[src/rtl/aq_gemac_tx_arbiter.sv]
`timescale 1ns/1ps
// aq_gemac_tx_arbiter: shares one gigabit TX MAC between queues Q0/Q1 and a pause-frame requester.
// Define AQ_GEMAC_TX_ARB_STRICT_PRIO_EN for fixed Q0-over-Q1 priority; default is round-robin.
module aq_gemac_tx_arbiter #(
    parameter int CNT_W = 16
) (
    input  logic             i_clk,
    input  logic             i_rst_n,
    input  logic             i_q0_req,
    input  logic             i_q1_req,
    input  logic [7:0]       i_q0_data,
    input  logic [7:0]       i_q1_data,
    input  logic             i_q0_eop,
    input  logic             i_q1_eop,
    output logic             o_q0_rd,
    output logic             o_q1_rd,
    output logic             o_q0_finish,
    output logic             o_q1_finish,
    output logic             o_q0_retry,
    output logic             o_q1_retry,
    output logic             o_q0_drop,
    output logic             o_q1_drop,
    input  logic             i_pause_req,
    output logic             o_tx_req,
    output logic             o_pause_send_enable,
    input  logic             i_buff_rd,
    output logic             o_buff_eop,
    output logic [7:0]       o_buff_data,
    input  logic             i_buff_finish,
    input  logic             i_buff_retry,
    input  logic             i_mac_tx_en,
    input  logic [3:0]       i_max_retry,
    output logic [CNT_W-1:0] o_q0_sent,
    output logic [CNT_W-1:0] o_q1_sent,
    output logic [CNT_W-1:0] o_retry_total,
    output logic [1:0]       o_state
);

    typedef enum logic [1:0] {
        A_IDLE  = 2'd0,
        A_FRAME = 2'd1,
        A_PAUSE = 2'd2,
        A_DONE  = 2'd3
    } arb_state_t;

    localparam logic [CNT_W-1:0] CNT_ONE = {{(CNT_W-1){1'b0}}, 1'b1};

    arb_state_t       r_state, w_next;
    logic             r_grant, w_grant_nxt;
    logic             r_pause_frm, w_pfrm_nxt;
    logic             r_armed, w_armed_nxt;
    logic [4:0]       r_rcnt, w_rcnt_nxt;
    logic             r_drop, w_drop_nxt;
    logic             r_pause_pend;
    logic             r_fin_d, r_rty_d;
    logic             r_tx_req, r_pause_en;
    logic [CNT_W-1:0] r_q0_sent, r_q1_sent, r_retry_total;
    logic             w_fin_rise, w_rty_rise;
    logic [4:0]       w_rcnt_inc;
    logic             w_limit;
    logic             w_pick;
    logic             w_retry_pulse, w_drop_pulse, w_finish_pulse;

    assign w_fin_rise = i_buff_finish & ~r_fin_d;
    assign w_rty_rise = i_buff_retry & ~r_rty_d;
    assign w_rcnt_inc = r_rcnt + 5'd1;
    assign w_limit    = (w_rcnt_inc == ({1'b0, i_max_retry} + 5'd2));

`ifdef AQ_GEMAC_TX_ARB_STRICT_PRIO_EN
    assign w_pick = ~i_q0_req;
`else
    // r_last is the queue served most recently; on a tie the other one wins.
    logic r_last;
    assign w_pick = (i_q0_req & i_q1_req) ? ~r_last : ~i_q0_req;

    always_ff @(posedge i_clk or negedge i_rst_n) begin
        if (!i_rst_n)
            r_last <= 1'b1;
        else if (r_state == A_DONE && !r_pause_frm)
            r_last <= r_grant;
    end
`endif

    always_comb begin
        w_next         = r_state;
        w_grant_nxt    = r_grant;
        w_pfrm_nxt     = r_pause_frm;
        w_armed_nxt    = r_armed;
        w_rcnt_nxt     = r_rcnt;
        w_drop_nxt     = r_drop;
        w_retry_pulse  = 1'b0;
        w_drop_pulse   = 1'b0;
        w_finish_pulse = 1'b0;
        case (r_state)
            A_IDLE: begin
                if (r_pause_pend) begin
                    w_next     = A_PAUSE;
                    w_pfrm_nxt = 1'b1;
                end else if (i_q0_req || i_q1_req) begin
                    w_next      = A_FRAME;
                    w_pfrm_nxt  = 1'b0;
                    w_grant_nxt = w_pick;
                end
            end
            A_FRAME, A_PAUSE: begin
                // A collision edge wins over a same-cycle finish edge. At the retry limit
                // armed stays set so the MAC's closing BUFF_FINISH still ends the transfer.
                if (w_rty_rise) begin
                    w_rcnt_nxt  = w_rcnt_inc;
                    w_armed_nxt = w_limit | r_drop;
                    if (r_state == A_FRAME && !r_drop) begin
                        if (w_limit) begin
                            w_drop_pulse = 1'b1;
                            w_drop_nxt   = 1'b1;
                        end else begin
                            w_retry_pulse = 1'b1;
                        end
                    end
                end else begin
                    w_armed_nxt = r_armed | i_mac_tx_en;
                    if (w_fin_rise && r_armed)
                        w_next = A_DONE;
                end
            end
            A_DONE: begin
                w_finish_pulse = ~r_pause_frm & ~r_drop;
                w_armed_nxt    = 1'b0;
                w_rcnt_nxt     = 5'd0;
                w_drop_nxt     = 1'b0;
                w_next         = A_IDLE;
            end
            default: w_next = A_IDLE;
        endcase
    end

    always_ff @(posedge i_clk or negedge i_rst_n) begin
        if (!i_rst_n) begin
            r_state       <= A_IDLE;
            r_grant       <= 1'b0;
            r_pause_frm   <= 1'b0;
            r_armed       <= 1'b0;
            r_rcnt        <= 5'd0;
            r_drop        <= 1'b0;
            r_pause_pend  <= 1'b0;
            r_fin_d       <= 1'b0;
            r_rty_d       <= 1'b0;
            r_tx_req      <= 1'b0;
            r_pause_en    <= 1'b0;
            r_q0_sent     <= '0;
            r_q1_sent     <= '0;
            r_retry_total <= '0;
        end else begin
            r_state      <= w_next;
            r_grant      <= w_grant_nxt;
            r_pause_frm  <= w_pfrm_nxt;
            r_armed      <= w_armed_nxt;
            r_rcnt       <= w_rcnt_nxt;
            r_drop       <= w_drop_nxt;
            r_pause_pend <= i_pause_req | (r_pause_pend & (r_state != A_IDLE));
            r_fin_d      <= i_buff_finish;
            r_rty_d      <= i_buff_retry;
            r_tx_req     <= (w_next == A_FRAME);
            r_pause_en   <= (w_next == A_PAUSE);
            if (w_finish_pulse && !r_grant)
                r_q0_sent <= r_q0_sent + CNT_ONE;
            if (w_finish_pulse && r_grant)
                r_q1_sent <= r_q1_sent + CNT_ONE;
            if (w_rty_rise)
                r_retry_total <= r_retry_total + CNT_ONE;
        end
    end

    // Qn_RD is a pop strobe: the head byte is consumed on every cycle where the MAC reads.
    assign o_q0_rd             = (r_state == A_FRAME) & i_buff_rd & ~r_grant;
    assign o_q1_rd             = (r_state == A_FRAME) & i_buff_rd & r_grant;
    assign o_buff_data         = (r_state != A_FRAME) ? 8'd0 : (r_grant ? i_q1_data : i_q0_data);
    assign o_buff_eop          = (r_state == A_FRAME) & (r_grant ? i_q1_eop : i_q0_eop);
    assign o_q0_finish         = w_finish_pulse & ~r_grant;
    assign o_q1_finish         = w_finish_pulse & r_grant;
    assign o_q0_retry          = w_retry_pulse & ~r_grant;
    assign o_q1_retry          = w_retry_pulse & r_grant;
    assign o_q0_drop           = w_drop_pulse & ~r_grant;
    assign o_q1_drop           = w_drop_pulse & r_grant;
    assign o_tx_req            = r_tx_req;
    assign o_pause_send_enable = r_pause_en;
    assign o_q0_sent           = r_q0_sent;
    assign o_q1_sent           = r_q1_sent;
    assign o_retry_total       = r_retry_total;
    assign o_state             = r_state;

endmodule

[config.mk]
export PLATFORM = sky130hd
export DESIGN_NAME = aq_gemac_tx_arbiter
export DESIGN_NICKNAME = d
export VERILOG_FILES = /design/src/rtl/aq_gemac_tx_arbiter.sv
export SDC_FILE = /design/constraint.sdc
export NUM_CORES = 1
export LEC_CHECK = 0
export CAP_MARGIN = 20
export CORE_MARGIN = 5
export CORE_UTILIZATION = 34
export DETAILED_ROUTE_END_ITERATION = 10
export DONT_BUFFER_PORTS = 1
export SYNTH_ARGS = -nofsm -noshare
export SYNTH_HDL_FRONTEND = slang
export SYNTH_SLANG_ARGS = --single-unit
[constraint.sdc]
create_clock -name i_clk -period 6.32 [get_ports i_clk]
set_clock_uncertainty 0.2 [all_clocks]
set_input_delay 0.632 -clock i_clk [delete_from_list [all_inputs] [get_ports i_clk]]
set_output_delay 0.632 -clock i_clk [all_outputs]
set_load 0.01 [all_outputs]
==> results of run 1 <==
-- worst max-delay path: stages (launching register included) --
cell	delay [ps]
dfrtp_1	450
ha_1	280
and3_4	210
xnor3_1	340
or3_4	420
nor3_1	340
-- kinds of logic after synthesis --
logic type                 share of synthesized area
AOI/OAI and AO/OA                             0.0468
xor gates and xnor gates                       0.148
adders and majority gates                     0.0302
buffers and inverters                         0.0219
DFF                                            0.491
muxes                                         0.0374
and+or+nand+nor                                0.224
-- synth_stat cells (all sizes together), types with 2 or more instances --
| cell type | number |
|---|---|
| dfrtp | 64 |
| nand2 | 32 |
| xnor2 | 25 |
| xor2 | 23 |
| nand3 | 17 |
| nand4 | 16 |
| nor2b | 15 |
| nor2 | 14 |
| inv | 10 |
| and3 | 9 |
| mux2i | 9 |
| nor3 | 9 |
| ha | 8 |
| o21ai | 7 |
| clkbuf | 5 |
| nor4 | 5 |
| a32o | 4 |
| a21o | 3 |
| mux2 | 3 |
| xnor3 | 3 |
| a21oi | 2 |
| and4 | 2 |
| buf | 2 |
| nand4b | 2 |
| nor3b | 2 |
| nor4b | 2 |
-- per-layer routing --
metal,part of all wire,vias up,GRT usage
li1,-,1085,-
met1,0.42,1106,0.152
met2,0.47,98,0.189
met3,0.089,13,0.0551
met4,0.018,0,0.0532
met5,0,-,0
-- per-stage QoR --
stage	std cells	setup WS [ps]	hold slack, ps
final	450	3110	116
after global routing	450	2980	83.5
after CTS	450	3060	93.1
after detailed placement	432	3410	138
after global placement	432	3420	138
after floorplan	306	3490	136
-- layout make-up --
class,count,share of cell area
sequential,65,0.445
multi-input combinational,224,0.441
tap,133,0.0455
clock buffer,13,0.0434
timing repair buffer,2,0.0103
inverter,10,0.0103
clock inverter,3,0.00411
-- power by group --
part,leakage [uW],switching [uW],total (uW),internal (uW)
clock,0.0000932,152,314,162
sequential,0.000861,132,619,487
combinational,0.000703,153,306,154
-- registers in the layout, indices dropped and copies added, names as in the netlist, 2 cells and up --
| register | count |
|---|---|
| o_q0_sent | 16 |
| o_retry_total | 16 |
| o_state | 2 |
| o_q1_sent | 16 |
| r_rcnt | 5 |
-- repair_timing --
item                                   4_1_cts  5_1_grt
setup endpoints to repair                    0        0
resized for setup                            0        0
endpoints found under the hold margin       65        0
hold buffers                                 2        0
-- how the worst max path moves through the flow --
stage	from	to	slack [ps]	cells after the start
2_1_floorplan	i_max_retry[1]	o_q0_drop	3490	5
5_1_grt	r_rcnt[0]	o_q1_drop	2980	5
3_5_place_dp	i_max_retry[1]	o_q1_drop	3410	5
4_1_cts	r_rcnt[0]	o_q1_drop	3060	5
6_report	r_rcnt[0]	o_q1_drop	3110	5
3_3_place_gp	i_max_retry[1]	o_q0_drop	3420	5
==> metrics.md, run 1 <==
| Metric | Value |
|---|---|
| Outcome | completed |
| Yosys cell types | 46 |
| HP Start | i_buff_retry |
| Share of the synthesized area in the top cell type | 0.483 |
| Clock Path Buffers | 2 |
| Vias in the first global route | 2216 |
| Synth area leaders | dfrtp_1, xnor2_1, xor2_1 |
| First-pass GRT wire length | 11500 um |
| Critical Path AT | 2380 ps |
| Yosys top cell by area | dfrtp_1 |
| Area of the multi-input gates | 0.00161 mm^2 |
| Setup TNS Final | 0 ps |
| EDFF count, synth | 0 |
| Die H | 109 um |
| Initial Util | 0.344 |
| Post-Synthesis Cells | 306 |
| Worst-margin pin slew | 723 ps |
| Commonest cells after routing, fill and taps aside | dfrtp_1, nand2_1, xnor2_1 |
| Power, Total | 1240 uW |
| PwrDens | 339 mW/mm^2 |
| Util after Layout | 0.379 |
| Hold Path Class | primary input to flip-flop |
| RSZ-0062 raised after global routing | no |
| Syn Nets | 345 |
| Placed cell areas | 0.00345 mm^2 |
| CP Max Fanout | 6 |
| Area growth from synthesis to layout | 10.3% |
| DRT iter0 DRCs | 98 |
| Worst hold endpoint | r_rty_d |
| Commonest non-fill, non-tap cell in the layout | dfrtp_1 |
| Post-route DRC violation count | 0 |
| Cell Rows | 36 |
| Clk pin slew, worst setup/hold paths | 70 ps |
| Antenna-violating nets left | 0 |
| Die Wd | 109 um |
| Clock Latency Late Sink | 340 ps |
| Finished Cell Area | 0.00366 mm^2 |
| Die footprint | 0.0118 mm^2 |
| LEAKAGE | 0.00166 uW |
| Max_cap viols | 0 |
| Yosys reg bits | 65 |
| RD Place Congestion | 0.734 |
| Hold path cells | 0 |
| Post-route minimum period | 3210 ps |
| YS warnings | 0 |
| Share of synthesized registers carrying an async set or reset | 1.00 |
| CTS root buf | clkbuf_8 |
| Ratio of cells with drive above 1 in the final layout | 0.0883 |
| Setup bufs post-CTS | 0 |
| 1st-pass router iterations | 4 |
| PortBufs | 0 |
| GR Util All Layers | 0.124 |
| WS Path Type | flip-flop to primary output |
| CP Capture Type | primary output |
| Fmax | 311 MHz |
| Wire per inst | 15.8 um |
| Final setup violating endpoints | 0 |
| Worst Setup Start Kind | flip-flop |
| NumNets Final | 351 |
| Filler cell count | 951 |
| Max-slew violations | 0 |
| Reg-to-Reg Start | o_state[0] |
| Maximum vdd drop | 0.103 mV |
| DPL Wire Length | 5200 um |
| Synth Cell Area | 0.00331 mm^2 |
| Synth Flop Type | dfrtp_1 |
| Final hold vios | 0 |
| Grt ovf | 0 |
| H-tree levels | 3 |
| Slew margin rel. | 0.513 |
| Tcrit/Tclk final | 0.508 |
| Initial antenna violation count | 0 |
| Routed WL | 7130 um |
| Register area share after synthesis | 0.491 |
| CTS tree | done |
| Inserted Diodes | 0 |
| R2R depth | 5 |
| DR vias | 2302 |
| Clock Sinks | 65 |
| Core area | 0.00964 mm^2 |
| Ports | 100 |
| Syn avg cell area | 10.8 um^2 |
| Total CTS buffers | 9 |
| Reg area | 0.00163 mm^2 |
| Pin count of the biggest net entering global routing | 66 |
| FF-to-FF End | o_q0_sent[15] |
| Avg Vias per Cell | 5.12 |
| R2R Setup Slk | 3820 ps |
| Worst EP required | 5490 ps |
No activity file was read; power rests on OpenSTA's default activity.
==> run 2, diff against run 1 <==
- clock period: 6.32 -> 3.1 ns (I/O delays scaled with it)
==> metrics.md, run 2 (synthesis gave the netlist of run 1 again) <==
| Metric | Value |
|---|---|
| Outcome | completed |
| Cell Rows | 36 (unchanged) |
| Max-slew violations | 0 (unchanged) |
| RSZ-0062 raised after global routing | no |
| Commonest non-fill, non-tap cell in the layout | dfrtp_1 |
| Ratio of cells with drive above 1 in the final layout | 0.0982 (+0.00983) |
| Initial Util | 0.344 (unchanged) |
| Final setup violating endpoints | 0 (unchanged) |
| R2R Setup Slk | 640 ps (-3180 ps) |
| Final hold vios | 0 (unchanged) |
| Setup TNS Final | 0 ps (unchanged) |
| CP Capture Type | primary output |
| Slowest cell delay on critical path | 460 ps (about the same) |
| Critical Path AT | 2440 ps (+60 ps) |
| Crit-path cells | ha_1 > and3_4 > xnor3_1 > or3_4 > nor3_1 |
| Filler cell count | 957 (+0.63%) |
| Met3 Use GR | 0.0391 (-0.0160) |
| DPL Wire Length | 5300 um (+1.9%) |
| LEAKAGE | 0.00171 uW (+3.2%) |
| WS Path Type | flip-flop to primary output |
| Die footprint | 0.0118 mm^2 (unchanged) |
| H-tree levels | 3 (unchanged) |
| Post-route DRC violation count | 0 (unchanged) |
| Clock Latency Late Sink | 340 ps (about the same) |
| Initial antenna violation count | 0 (unchanged) |
| HP Start | i_q1_req |
| Commonest cells after routing, fill and taps aside | dfrtp_1, nand2_1, xnor2_1 |
| DRT iter0 DRCs | 125 (+28%) |
| RD Place Congestion | 0.724 (-1.4%) |
| Total CTS buffers | 9 (unchanged) |
| Ports | 100 (unchanged) |
| Inserted Diodes | 0 (unchanged) |
| Avg Vias per Cell | 5.09 (-0.51%) |
| GR Util met2 | 0.192 (+0.00353) |
| Max_cap viols | 0 (unchanged) |
| Routed WL | 7270 um (+1.9%) |
| PwrDens | 714 mW/mm^2 (+110%) |
| Worst EP required | 2590 ps (-2900 ps) |
| Area of the multi-input gates | 0.00161 mm^2 (unchanged) |
| Hold path cells | 2 (+2) |
| Gr busiest metal | met2 |
| Antenna-violating nets left | 0 (unchanged) |
| Post-CTS Resized | 0 (unchanged) |
| Reg area | 0.00163 mm^2 (unchanged) |
| Worst path slowest cell | dfrtp_1 |
| Setup bufs post-CTS | 0 (unchanged) |
| Die H | 109 um (unchanged) |
| Pin count of the biggest net entering global routing | 66 (unchanged) |
| Power, Total | 2700 uW (+120%) |
| Worst hold endpoint | o_state[0] |
| NumNets Final | 360 (+2.6%) |
| GRT met1 Usage | 0.165 (+0.0135) |
| 1st-pass router iterations | 6 (+2) |
| Vias in the first global route | 2335 (+5.4%) |
| Hold Buf Count CTS | 8 (+6) |
| Worst Setup Start Kind | flip-flop |
| R2R depth | 5 (unchanged) |
| Area growth from synthesis to layout | 13.9% |
| Fmax | 340 MHz |
| Reg-to-Reg Start | o_state[0] |
| CP bufs+invs | 0 (unchanged) |
| CTS root buf | clkbuf_8 |
| Clock Sinks | 65 (unchanged) |
| DR vias | 2336 (+1.5%) |
| CTS tree | done |
| Worst-margin pin slew | 777 ps (+53.7 ps) |
| First-pass GRT wire length | 11800 um (+3.1%) |
| GR Util All Layers | 0.129 (+0.00469) |
| Grt ovf | 0 (unchanged) |
| Die Wd | 109 um (unchanged) |
| Post-route minimum period | 2950 ps |
| Tcrit/Tclk final | 0.950 |
| Wire per inst | 15.8 um (-0.10%) |
| Crit path max-delay family | simple AND/OR/NAND/NOR gates |
| Slew margin rel. | 0.477 (-0.0361) |
| PortBufs | 0 (unchanged) |
| FF-to-FF End | o_q1_sent[15] |
| Clock Path Buffers | 2 (unchanged) |
| Maximum vdd drop | 0.265 mV (+160%) |
| Hold Path Class | primary input to flip-flop |
| CP Max Fanout | 6 (unchanged) |
| Core area | 0.00964 mm^2 (unchanged) |
| Clk pin slew, worst setup/hold paths | 70 ps (about the same) |
-- run 2: worst max-delay path by stage --
stage,start,endpoint,slack (ps),cells past startpoint
2_1_floorplan,r_rcnt[0],o_q0_drop,670,5
3_3_place_gp,r_rcnt[0],o_q0_drop,590,5
3_5_place_dp,r_rcnt[0],o_q0_drop,520,5
4_1_cts,r_rcnt[0],o_q0_drop,120,5
5_1_grt,r_rcnt[0],o_q0_drop,8,5
6_report,r_rcnt[0],o_q0_drop,150,5
-- run 2: where the power goes --
group / internal (uW) / switching (uW) / total, uW
combinational: 337 / 363 / 701
sequential: 993 / 231 / 1220
clock: 449 / 322 / 771
-- run 2: metal layers --
metal	vias up	wire length (um)	share of wire
met2	96	3370	0.46
met3	11	601	0.083
met4	0	152	0.021
met5	-	0	0
li1	1103	-	-
met1	1126	3150	0.43
-- run 2: metrics by stage --
| stage | setup slack (ps) | cell area (um^2) | cells | utilization | hold slack, ps |
|---|---|---|---|---|---|
| floorplan | 673 | 3310 | 306 | - | -186 |
| global placement | 594 | 3470 | 435 | 0.360 | -184 |
| detailed placement | 516 | 3470 | 435 | 0.360 | -184 |
| CTS | 120 | 3780 | 459 | 0.392 | 5.14 |
| global route | 8.28 | 3780 | 459 | 0.392 | 34.9 |
| finish | 155 | 3780 | 459 | 0.392 | 39.5 |
-- run 2: area by class of cell --
cell class	count	share of cell area
clock inverters	6	0.0219
well taps	133	0.0441
clock buffers	10	0.0338
multi-input cells	224	0.427
flip-flops and latches	65	0.431
repair buffers	11	0.0318
inverters	10	0.00994
-- run 2: worst reg2reg max path: stages (launching register included) --
cell,delay [ps]
dfrtp_1,490
ha_1,400
and4bb_2,460
nand4_1,310
nor4_1,330
xor2_1,180
